## config.mk

```make
export PLATFORM = sky130hd
export DESIGN_NAME = gate_bist_ctrl
export DESIGN_NICKNAME = d
export VERILOG_FILES = /design/src/rtl/gate_bist_pkg.sv /design/src/rtl/gate_bist_timer.sv /design/src/rtl/gate_bist_ctrl.sv
export SDC_FILE = /design/constraint.sdc
export NUM_CORES = 1
export LEC_CHECK = 0
export ABC_AREA = 1
export BUFFER_PORTS_ARGS = -buffer_cell sky130_fd_sc_hd__buf_4
export CAP_MARGIN = 20
export CELL_PAD_IN_SITES_DETAIL_PLACEMENT = 0
export CELL_PAD_IN_SITES_GLOBAL_PLACEMENT = 1
export CORE_ASPECT_RATIO = 0.7
export CORE_MARGIN = 2
export CORE_UTILIZATION = 30
export DETAILED_ROUTE_END_ITERATION = 7
export PLACE_DENSITY_LB_ADDON = 0.1
export SETUP_SLACK_MARGIN = 0.02
export SLEW_MARGIN = 25
export SYNTH_ARGS = -nofsm -noshare
export SYNTH_HDL_FRONTEND = slang
export SYNTH_SLANG_ARGS = --single-unit
```

## constraint.sdc

```tcl
create_clock -name clk -period 2.8 [get_ports clk]
set_clock_uncertainty 0.15 [all_clocks]
set_input_delay 0 -clock clk [delete_from_list [all_inputs] [get_ports clk]]
set_output_delay 0 -clock clk [all_outputs]
set_load 0.05 [all_outputs]
```

## src/rtl/gate_bist_pkg.sv

```systemverilog
// Shared types and sizing constants for the two-input gate BIST controller.
package gate_bist_pkg;

  localparam int unsigned VEC_N    = 4;
  localparam int unsigned IDX_W    = 2;
  localparam int unsigned ERR_W    = 8;
  localparam int unsigned SETTLE_W = 4;
  localparam int unsigned LOOP_W   = 8;

  typedef enum logic [1:0] {
    ST_IDLE   = 2'd0,
    ST_SETTLE = 2'd1,
    ST_CHECK  = 2'd2,
    ST_DONE   = 2'd3
  } state_e;

endpackage

```

## src/rtl/gate_bist_timer.sv

```systemverilog
// Settle down-counter: loaded on entry to SETTLE, expires when it reaches zero.
module gate_bist_timer
  import gate_bist_pkg::*;
(
  input  logic                clk,
  input  logic                rst_n,
  input  logic                load_i,
  input  logic [SETTLE_W-1:0] load_val_i,
  input  logic                count_i,
  output logic                expire_c
);

  logic [SETTLE_W-1:0] cnt_q, cnt_d;

  always_comb begin
    cnt_d = cnt_q;
    if (load_i) begin
      cnt_d = load_val_i;
    end else if (count_i && (cnt_q != '0)) begin
      cnt_d = cnt_q - SETTLE_W'(1);
    end
  end

  always_ff @(posedge clk or negedge rst_n) begin
    if (!rst_n) begin
      cnt_q <= '0;
    end else begin
      cnt_q <= cnt_d;
    end
  end

  assign expire_c = (cnt_q == '0);

endmodule

```

## src/rtl/gate_bist_ctrl.sv

```systemverilog
// Exhaustive truth-table BIST for a two-input gate: drives a/b, waits SETTLE
// cycles per vector, compares against a latched truth table, reports results.
module gate_bist_ctrl
  import gate_bist_pkg::*;
#(
  parameter int unsigned SETTLE = 2,
  parameter int unsigned LOOPS  = 1
) (
  input  logic             clk,
  input  logic             rst_n,
  input  logic             start,
  input  logic             abort,
  input  logic [VEC_N-1:0] truth,
  output logic             gate_a,
  output logic             gate_b,
  input  logic             gate_s,
  output logic             busy,
  output logic             done,
  output logic             pass,
  output logic [VEC_N-1:0] fail_mask,
  output logic [ERR_W-1:0] err_count
);

  state_e              state_q, state_d;
  logic [IDX_W-1:0]    idx_q, idx_d;
  logic [LOOP_W-1:0]   loop_q, loop_d, loop_inc;
  logic [VEC_N-1:0]    truth_q, truth_d;
  logic [VEC_N-1:0]    fail_q, fail_d;
  logic [ERR_W-1:0]    err_q, err_d;
  logic                pass_q, pass_d;
  logic                busy_q, busy_d;
  logic                done_q, done_d;
  logic                gate_a_q, gate_a_d;
  logic                gate_b_q, gate_b_d;
  logic                tmr_load, tmr_count, tmr_expire;
  logic                drive_gate;

  gate_bist_timer u_timer (
    .clk        (clk),
    .rst_n      (rst_n),
    .load_i     (tmr_load),
    .load_val_i (SETTLE_W'(SETTLE - 1)),
    .count_i    (tmr_count),
    .expire_c   (tmr_expire)
  );

  assign loop_inc = loop_q + LOOP_W'(1);

  // Next state and result bookkeeping; abort wins over every other action.
  always_comb begin
    state_d   = state_q;
    idx_d     = idx_q;
    loop_d    = loop_q;
    truth_d   = truth_q;
    fail_d    = fail_q;
    err_d     = err_q;
    pass_d    = pass_q;
    tmr_load  = 1'b0;
    tmr_count = 1'b0;

    case (state_q)
      ST_IDLE: begin
        if (start && !abort) begin
          state_d  = ST_SETTLE;
          truth_d  = truth;
          fail_d   = '0;
          err_d    = '0;
          pass_d   = 1'b0;
          idx_d    = '0;
          loop_d   = '0;
          tmr_load = 1'b1;
        end
      end
      ST_SETTLE: begin
        if (abort) begin
          state_d = ST_IDLE;
          pass_d  = 1'b0;
        end else begin
          tmr_count = 1'b1;
          if (tmr_expire) state_d = ST_CHECK;
        end
      end
      ST_CHECK: begin
        if (abort) begin
          state_d = ST_IDLE;
          pass_d  = 1'b0;
        end else begin
          if (gate_s != truth_q[idx_q]) begin
            fail_d[idx_q] = 1'b1;
            if (err_q != '1) err_d = err_q + ERR_W'(1);
          end
          idx_d    = idx_q + IDX_W'(1);
          state_d  = ST_SETTLE;
          tmr_load = 1'b1;
          if (idx_q == IDX_W'(VEC_N - 1)) begin
            loop_d = loop_inc;
            if (loop_inc == LOOP_W'(LOOPS)) begin
              state_d  = ST_DONE;
              tmr_load = 1'b0;
              pass_d   = (fail_d == '0);
            end
          end
        end
      end
      ST_DONE: begin
        state_d = ST_IDLE;
        if (abort) pass_d = 1'b0;
      end
      default: state_d = ST_IDLE;
    endcase
  end

  // Outputs are registered from the next-state view so they align with the state.
  always_comb begin
    drive_gate = (state_d == ST_SETTLE) || (state_d == ST_CHECK);
    busy_d     = (state_d != ST_IDLE);
    done_d     = (state_d == ST_DONE);
    gate_a_d   = drive_gate & idx_d[0];
    gate_b_d   = drive_gate & idx_d[1];
  end

  always_ff @(posedge clk or negedge rst_n) begin
    if (!rst_n) begin
      state_q  <= ST_IDLE;
      idx_q    <= '0;
      loop_q   <= '0;
      truth_q  <= '0;
      fail_q   <= '0;
      err_q    <= '0;
      pass_q   <= 1'b0;
      busy_q   <= 1'b0;
      done_q   <= 1'b0;
      gate_a_q <= 1'b0;
      gate_b_q <= 1'b0;
    end else begin
      state_q  <= state_d;
      idx_q    <= idx_d;
      loop_q   <= loop_d;
      truth_q  <= truth_d;
      fail_q   <= fail_d;
      err_q    <= err_d;
      pass_q   <= pass_d;
      busy_q   <= busy_d;
      done_q   <= done_d;
      gate_a_q <= gate_a_d;
      gate_b_q <= gate_b_d;
    end
  end

  assign gate_a    = gate_a_q;
  assign gate_b    = gate_b_q;
  assign busy      = busy_q;
  assign done      = done_q;
  assign pass      = pass_q;
  assign fail_mask = fail_q;
  assign err_count = err_q;

endmodule
```

==> impl_metrics.yaml, run 1 <==
status:
  status: "finished, final reports clean"
finish:
  final_common_cell: "nand2_1"
  layout_common_cells: "nand2_1 (65), dfrtp_1 (37), inv_1 (33), buf_4 (25), nand3_1 (24)"
  diodes: 0
  fin_cells: 398
  post-route-cell-area_sq_um: 2615
  final_nets: 323
  syn2layout_area_growth_pct: 22.58
  final_core_util_pct: 38.35
  drive_above_1_share_pct: 18.09
clock_network:
  cts_made_buffers: 5
  cts.sinks: 37
  post_cts_buffers: 0
  ctsResizeCount: 0
  insertion_delay_ns: 0.30
  hold_buffers: 12
  cts_root_buffer: "clkbuf_8"
  cts.clk_slew.worst_paths_ns: 0.09
  cts_tree: "yes"
  htreeDepth: 2
  clock_path_buffers: 2
routing:
  drt-met1-wl_um: 2826
  drt_iter0_drc: 52
  drt_pass1_iterations: 4
  viasPerCell: 4.317
  vias: 1718
  met2WireLength_um: 1867
  wire_per_inst_um: 12.29
  top_layer: "met4"
  ant_nets: 0
  wl_met3_um: 138
  drc: 0
  drt-total-wl_um: 4890
setup_path:
  path_class: "flop to flop"
  critPathLaunchType: "flop"
  worst_path_max_delay_cell: "dfrtp_1"
  critPathArrivalTime_ns: 2.24
  cp.required_ns: 2.84
  endpoint_kind: "flop"
  cpPeakStageDelay_ns: 0.41
  path_max_fanout: 3
  cp_cell_sequence: "ha_1, xor2_1, nor2_1, nand3_1, nor2_1, nand2_1, o21ai_1, inv_1, ha_1, nand2_1, inv_1"
timing:
  worst_slew_margin_rel_pct: 66.80
  period_share_pct: 78.34
  fin_hold_ws_ns: 0.06660
  timing.fmax_ghz: 0.4559
  fin_crit_ns: 2.193
  drv_slew: 0
  fin_setup_tns_ns: 0
  tightest_slew_ns: 0.4981
  setup_viol_count_final: 0
  worst_slack_ns: 0.6066
  hold_viol: 0
  grt_setup_unrepaired: "false"
synthesis:
  yosysUniqueCellTypes: 29
  synth_area_leaders: "dfrtp_1 (43%), nand2_1 (11%), ha_1 (6.5%)"
  ys_warn_count: 0
  yosysTopAreaCell: "dfrtp_1"
  synth.top_cell.area_share_pct: 43.40
  synth_area_per_cell_sq_um: 8.142
  syn_nets: 282
  ys_seq_elements: 37
  seq_area_frac_synth_pct: 43.40
  syn_inst: 262
  netlist_area_sq_um: 2133
power_and_ir_drop:
  finalPower_mw: 1.739
  power_density_nw_per_um2: 665.2
  irDropWorstVdd_uv: 341.6
  leakagePower_nw: 1.275
die:
  rows: 25
  die_area_sq_um: 7812
  start_util_pct: 31.28
  core_sq_um: 6819
  die_h_um: 74.55
  die_w_um: 104.8
  io_pins: 26
placed_design:
  place_hpwl_um: 3505
  gp_congestion: 0.7485
  dpl.cell_count: 378
  portBuffers: 25
  place_ws_ns: 0.6314
  place_area_sq_um: 2415
global_route:
  grt_max_degree: 38
  grt-ovfl-total: 0
  grt_pass1_wl_um: 8300
  grt_usage_pct: 13.67
  antenna_found_initial: 0
  grt_pass1_vias: 1626
job:
  max-cap-violations: 0
min_path:
  min_path_type: "input pin to asynchronous set/reset pin"
## registers in the layout (all words and copies together), names as in the netlist
register / flops
busy: 1
gate_b: 1
gate_a: 1
err_count: 8
idx_q: 2
u_timer.cnt_q: 4
loop_q: 8
state_q: 2
done: 1
pass: 1
truth_q: 4
fail_mask: 4
## worst paths after layout
kind                           endpoint  depth (start not counted)       start  slack (ns)
max                              gate_b                         11   loop_q[0]        0.61
min                        err_count[3]                          2       rst_n        0.07
max reg2reg                      gate_b                         11   loop_q[0]        0.61
min reg2reg                  truth_q[1]                          2  truth_q[1]        0.33
max in group asynchronous          done                          2       rst_n        2.08
min in group clk             truth_q[1]                          2  truth_q[1]        0.33
## layout make-up
cell class	count	area, sq um
inverter	38	147.6
sequential	37	925.9
multi-input combinational	184	1036
clock buffer	8	80.08
timing repair buffer	37	307.8
tap	94	117.6
fill	729	4204
## power by group
group	internal [mW]	leakage [nW]	switching, mW
Sequential	0.625	0.501	0.0700
Combinational	0.223	0.734	0.437
Clock	0.178	0.0395	0.207
## cells by family (layout without fill, tap and decap cells)
family | after synthesis | after routing | share of synthesized area (%)
simple gates | 133 | 133 | 30.21
buf+inv | 41 | 83 | 8.035
flops | 37 | 37 | 43.40
compound gates | 31 | 31 | 8.153
fa+ha+maj | 11 | 11 | 6.452
xor+xnor | 8 | 8 | 3.285
mux | 1 | 1 | 0.4692
## Yosys cell counts
master   count
nand2_1     65
dfrtp_1     37
inv_1       33
nand3_1     24
nor2_1      20
a21oi_1     12
ha_1        11
o21ai_0     11
xor2_1       8
nand2_2      5
nand3_2      4
nor3_1       4
inv_2        3
o21ai_1      3
or2_2        3
inv_4        2
nand2_4      2
nand4_1      2
nor2_4       2
o22ai_1      2
a21oi_4      1
a31oi_1      1
buf_2        1
buf_4        1
buf_6        1
mux2i_1      1
nand3_4      1
nor2_8       1
o21ai_2      1
## layer usage
metal / up-vias / GRT usage, %
met5: - / 0
met1: 766 / 21.09
met4: 0 / 4.000
met2: 32 / 18.98
met3: 7 / 2.892
li1: 913 / -
## worst max-delay path: cells and delay by family, from the launching register on
kind | cells | cell delay [ns]
AND/OR/NAND/NOR | 5 | 0.43
flip-flops | 1 | 0.41
buffers and inverters | 2 | 0.10
AO/OA/AOI/OAI | 1 | 0.23
adder cells (fa/ha/maj) | 2 | 0.57
XOR/XNOR | 1 | 0.19
No activity file was read; power rests on OpenSTA's default activity.
==> run 2: changes to the inputs <==
==> constraint.sdc (replaced) <==
create_clock -name clk -period 1.75 [get_ports clk]
set_clock_uncertainty 0.15 [all_clocks]
set_input_delay 0 -clock clk [delete_from_list [all_inputs] [get_ports clk]]
set_output_delay 0 -clock clk [all_outputs]
set_load 0.05 [all_outputs]
==> run 2 against run 1 <==
  * Global-route usage increased by 0.10 points
  * Critical path depth did not move
  * Worst hold slack worse by 0.041 ns
  * Largest cell class unchanged
  * Sequential share of layout area fell by 4.1 points
  * First-iteration DRC count is 13% lower
  * The run now ends with setup timing left
  * Sequential power up 58%
  * Fmax grew 13%
  * Power is 80% higher
==> impl_metrics.yaml, run 2 (synthesis gave the netlist of run 1 again) <==
status:
  status: "finished with violations"
  violations: "setup timing"
clock_network:
  clock_path_buffers: 2
  cts.clk_slew.worst_paths_ns: 0.08
  insertion_delay_ns: 0.28
  cts_made_buffers: 5
  cts_root_buffer: "clkbuf_8"
  cts.sinks: 37
  cts_tree: "yes"
  htreeDepth: 2
setup_path:
  critPathLaunchType: "flop"
  cp.required_ns: 1.79
  r2r-start: "loop_q[0]"
  worstReg2RegEnd: "gate_a"
  cp_top_family: "adder cells"
  cpPeakStageDelay_ns: 0.41
  path_class: "flop to flop"
  crit_start: "loop_q[0]"
  cp_cell_sequence: "ha_2, xor2_1, nor2_1, nand3_1, nor2_1, nand2_1, o21ai_2, inv_2, ha_4, nand2_1, inv_1"
  r2r_cells: 11
  critPathArrivalTime_ns: 1.98
  worst_path_max_delay_cell: "dfrtp_1"
  path_max_fanout: 3
  rrSetupSlack_ns: -0.19
  crit_buf_inv: 2
  endpoint_kind: "flop"
power_and_ir_drop:
  irDropWorstVdd_uv: 543.7
  power_density_nw_per_um2: 1054
  finalPower_mw: 3.132
  leakagePower_nw: 1.454
job:
  max-cap-violations: 0
min_path:
  min_to: "idx_q[0]"
  hold_depth: 4
  holdCritStartpoint: "abort"
  min_path_type: "input pin to flop"
timing:
  drv_slew: 0
  fin_setup_tns_ns: -0.9191
  fin_crit_ns: 1.941
  period_share_pct: 110.9
  hold_viol: 0
  grt_setup_unrepaired: "true"
  setup_viol_count_final: 9
  worst_slack_ns: -0.1908
  tightest_slew_ns: 0.4886
  timing.fmax_ghz: 0.5153
  worst_slew_margin_rel_pct: 67.43
routing:
  drt_iter0_drc: 45
  ant_nets: 0
  drt-total-wl_um: 4994
  viasPerCell: 4.311
  vias: 1841
  drt_pass1_iterations: 6
  drc: 0
  wire_per_inst_um: 11.70
finish:
  drive_above_1_share_pct: 33.33
  fin_cells: 427
  final_common_cell: "nand2_1"
  diodes: 0
  layout_common_cells: "nand2_1 (61), buf_4 (55), dfrtp_1 (34), inv_1 (29), nand3_1 (23)"
  syn2layout_area_growth_pct: 39.30
  final_nets: 352
placed_design:
  dpl.cell_count: 407
  place_hpwl_um: 3552
  portBuffers: 25
  gp_congestion: 0.7735
die:
  die_w_um: 104.8
  io_pins: 26
  die_area_sq_um: 7812
  core_sq_um: 6819
  rows: 25
  start_util_pct: 31.28
  die_h_um: 74.55
global_route:
  grt_pass1_vias: 1702
  grt-ovfl-total: 0
  grt_pass1_wl_um: 8466
  antenna_found_initial: 0
  grt_usage_pct: 13.77
  grt_max_degree: 38
run 2: cell types whose count changed in the layout (fill, tap and decap cells not counted), sizes merged:
cell         delta
buf            +34
dlygate4sd3     -6
clkbuf          -2
clkinv          +2
nand3           +1
run 2: how the worst max path moves through the flow:
stage          endpoint  slack [ns]  cells past startpoint
2_1_floorplan    gate_a       -0.17                     11
3_3_place_gp     gate_a       -0.18                     11
3_5_place_dp     gate_a       -0.26                     11
4_1_cts          gate_a       -0.20                     11
5_1_grt          gate_a       -0.36                     11
6_report         gate_a       -0.19                     11
run 2: where the power goes:
group          switching, mW  leakage, nW  internal (mW)  total, mW
registers              0.103        0.496           1.00       1.10
clock network          0.314       0.0450          0.277      0.590
logic                  0.842        0.913          0.596       1.44
run 2: stage by stage:
stage          hold WS, ns  instance area, sq um  setup slack, ns  utilization (%)
3_3_place_gp       -0.1374                  2673          -0.1840            39.19
4_1_cts            0.01862                  2858          -0.1998            41.91
3_5_place_dp       -0.1443                  2673          -0.2581            39.19
2_1_floorplan      -0.4456                  2161          -0.1666                -
5_1_grt            0.06377                  2972          -0.3557            43.58
6_report           0.02586                  2972          -0.1908            43.58
run 2: worst min-delay path: stages:
cell	delay, ns
buf_4	0.13
nor2_8	0.05
inv_1	0.11
o21ai_0	0.11
run 2: final cells by class:
class / instances / area, sq um
multi-input cells: 185 / 1162
well taps: 94 / 117.6
flip-flops and latches: 37 / 929.6
clock inverters: 2 / 10.01
repair buffers: 65 / 526.8
clock buffers: 6 / 72.57
inverters: 38 / 152.6
fillers: 720 / 3847
run 2: metal layers:
layer | GRT usage (%) | part of all wire, % | vias to the layer above
li1 | - | - | 975
met3 | 3.243 | 2.9 | 2
met5 | 0 | 0 | -
met2 | 20.13 | 43 | 21
met1 | 20.60 | 54 | 843
met4 | 3.111 | 0.50 | 0
run 2: timing repair:
item,CTS,global route
gates cloned,0,1
endpoints found under the setup margin,10,19
endpoints found under the hold margin,43,0
resized for setup,9,18
setup buffers,2,4
pin swaps,2,7
hold buffers,6,0
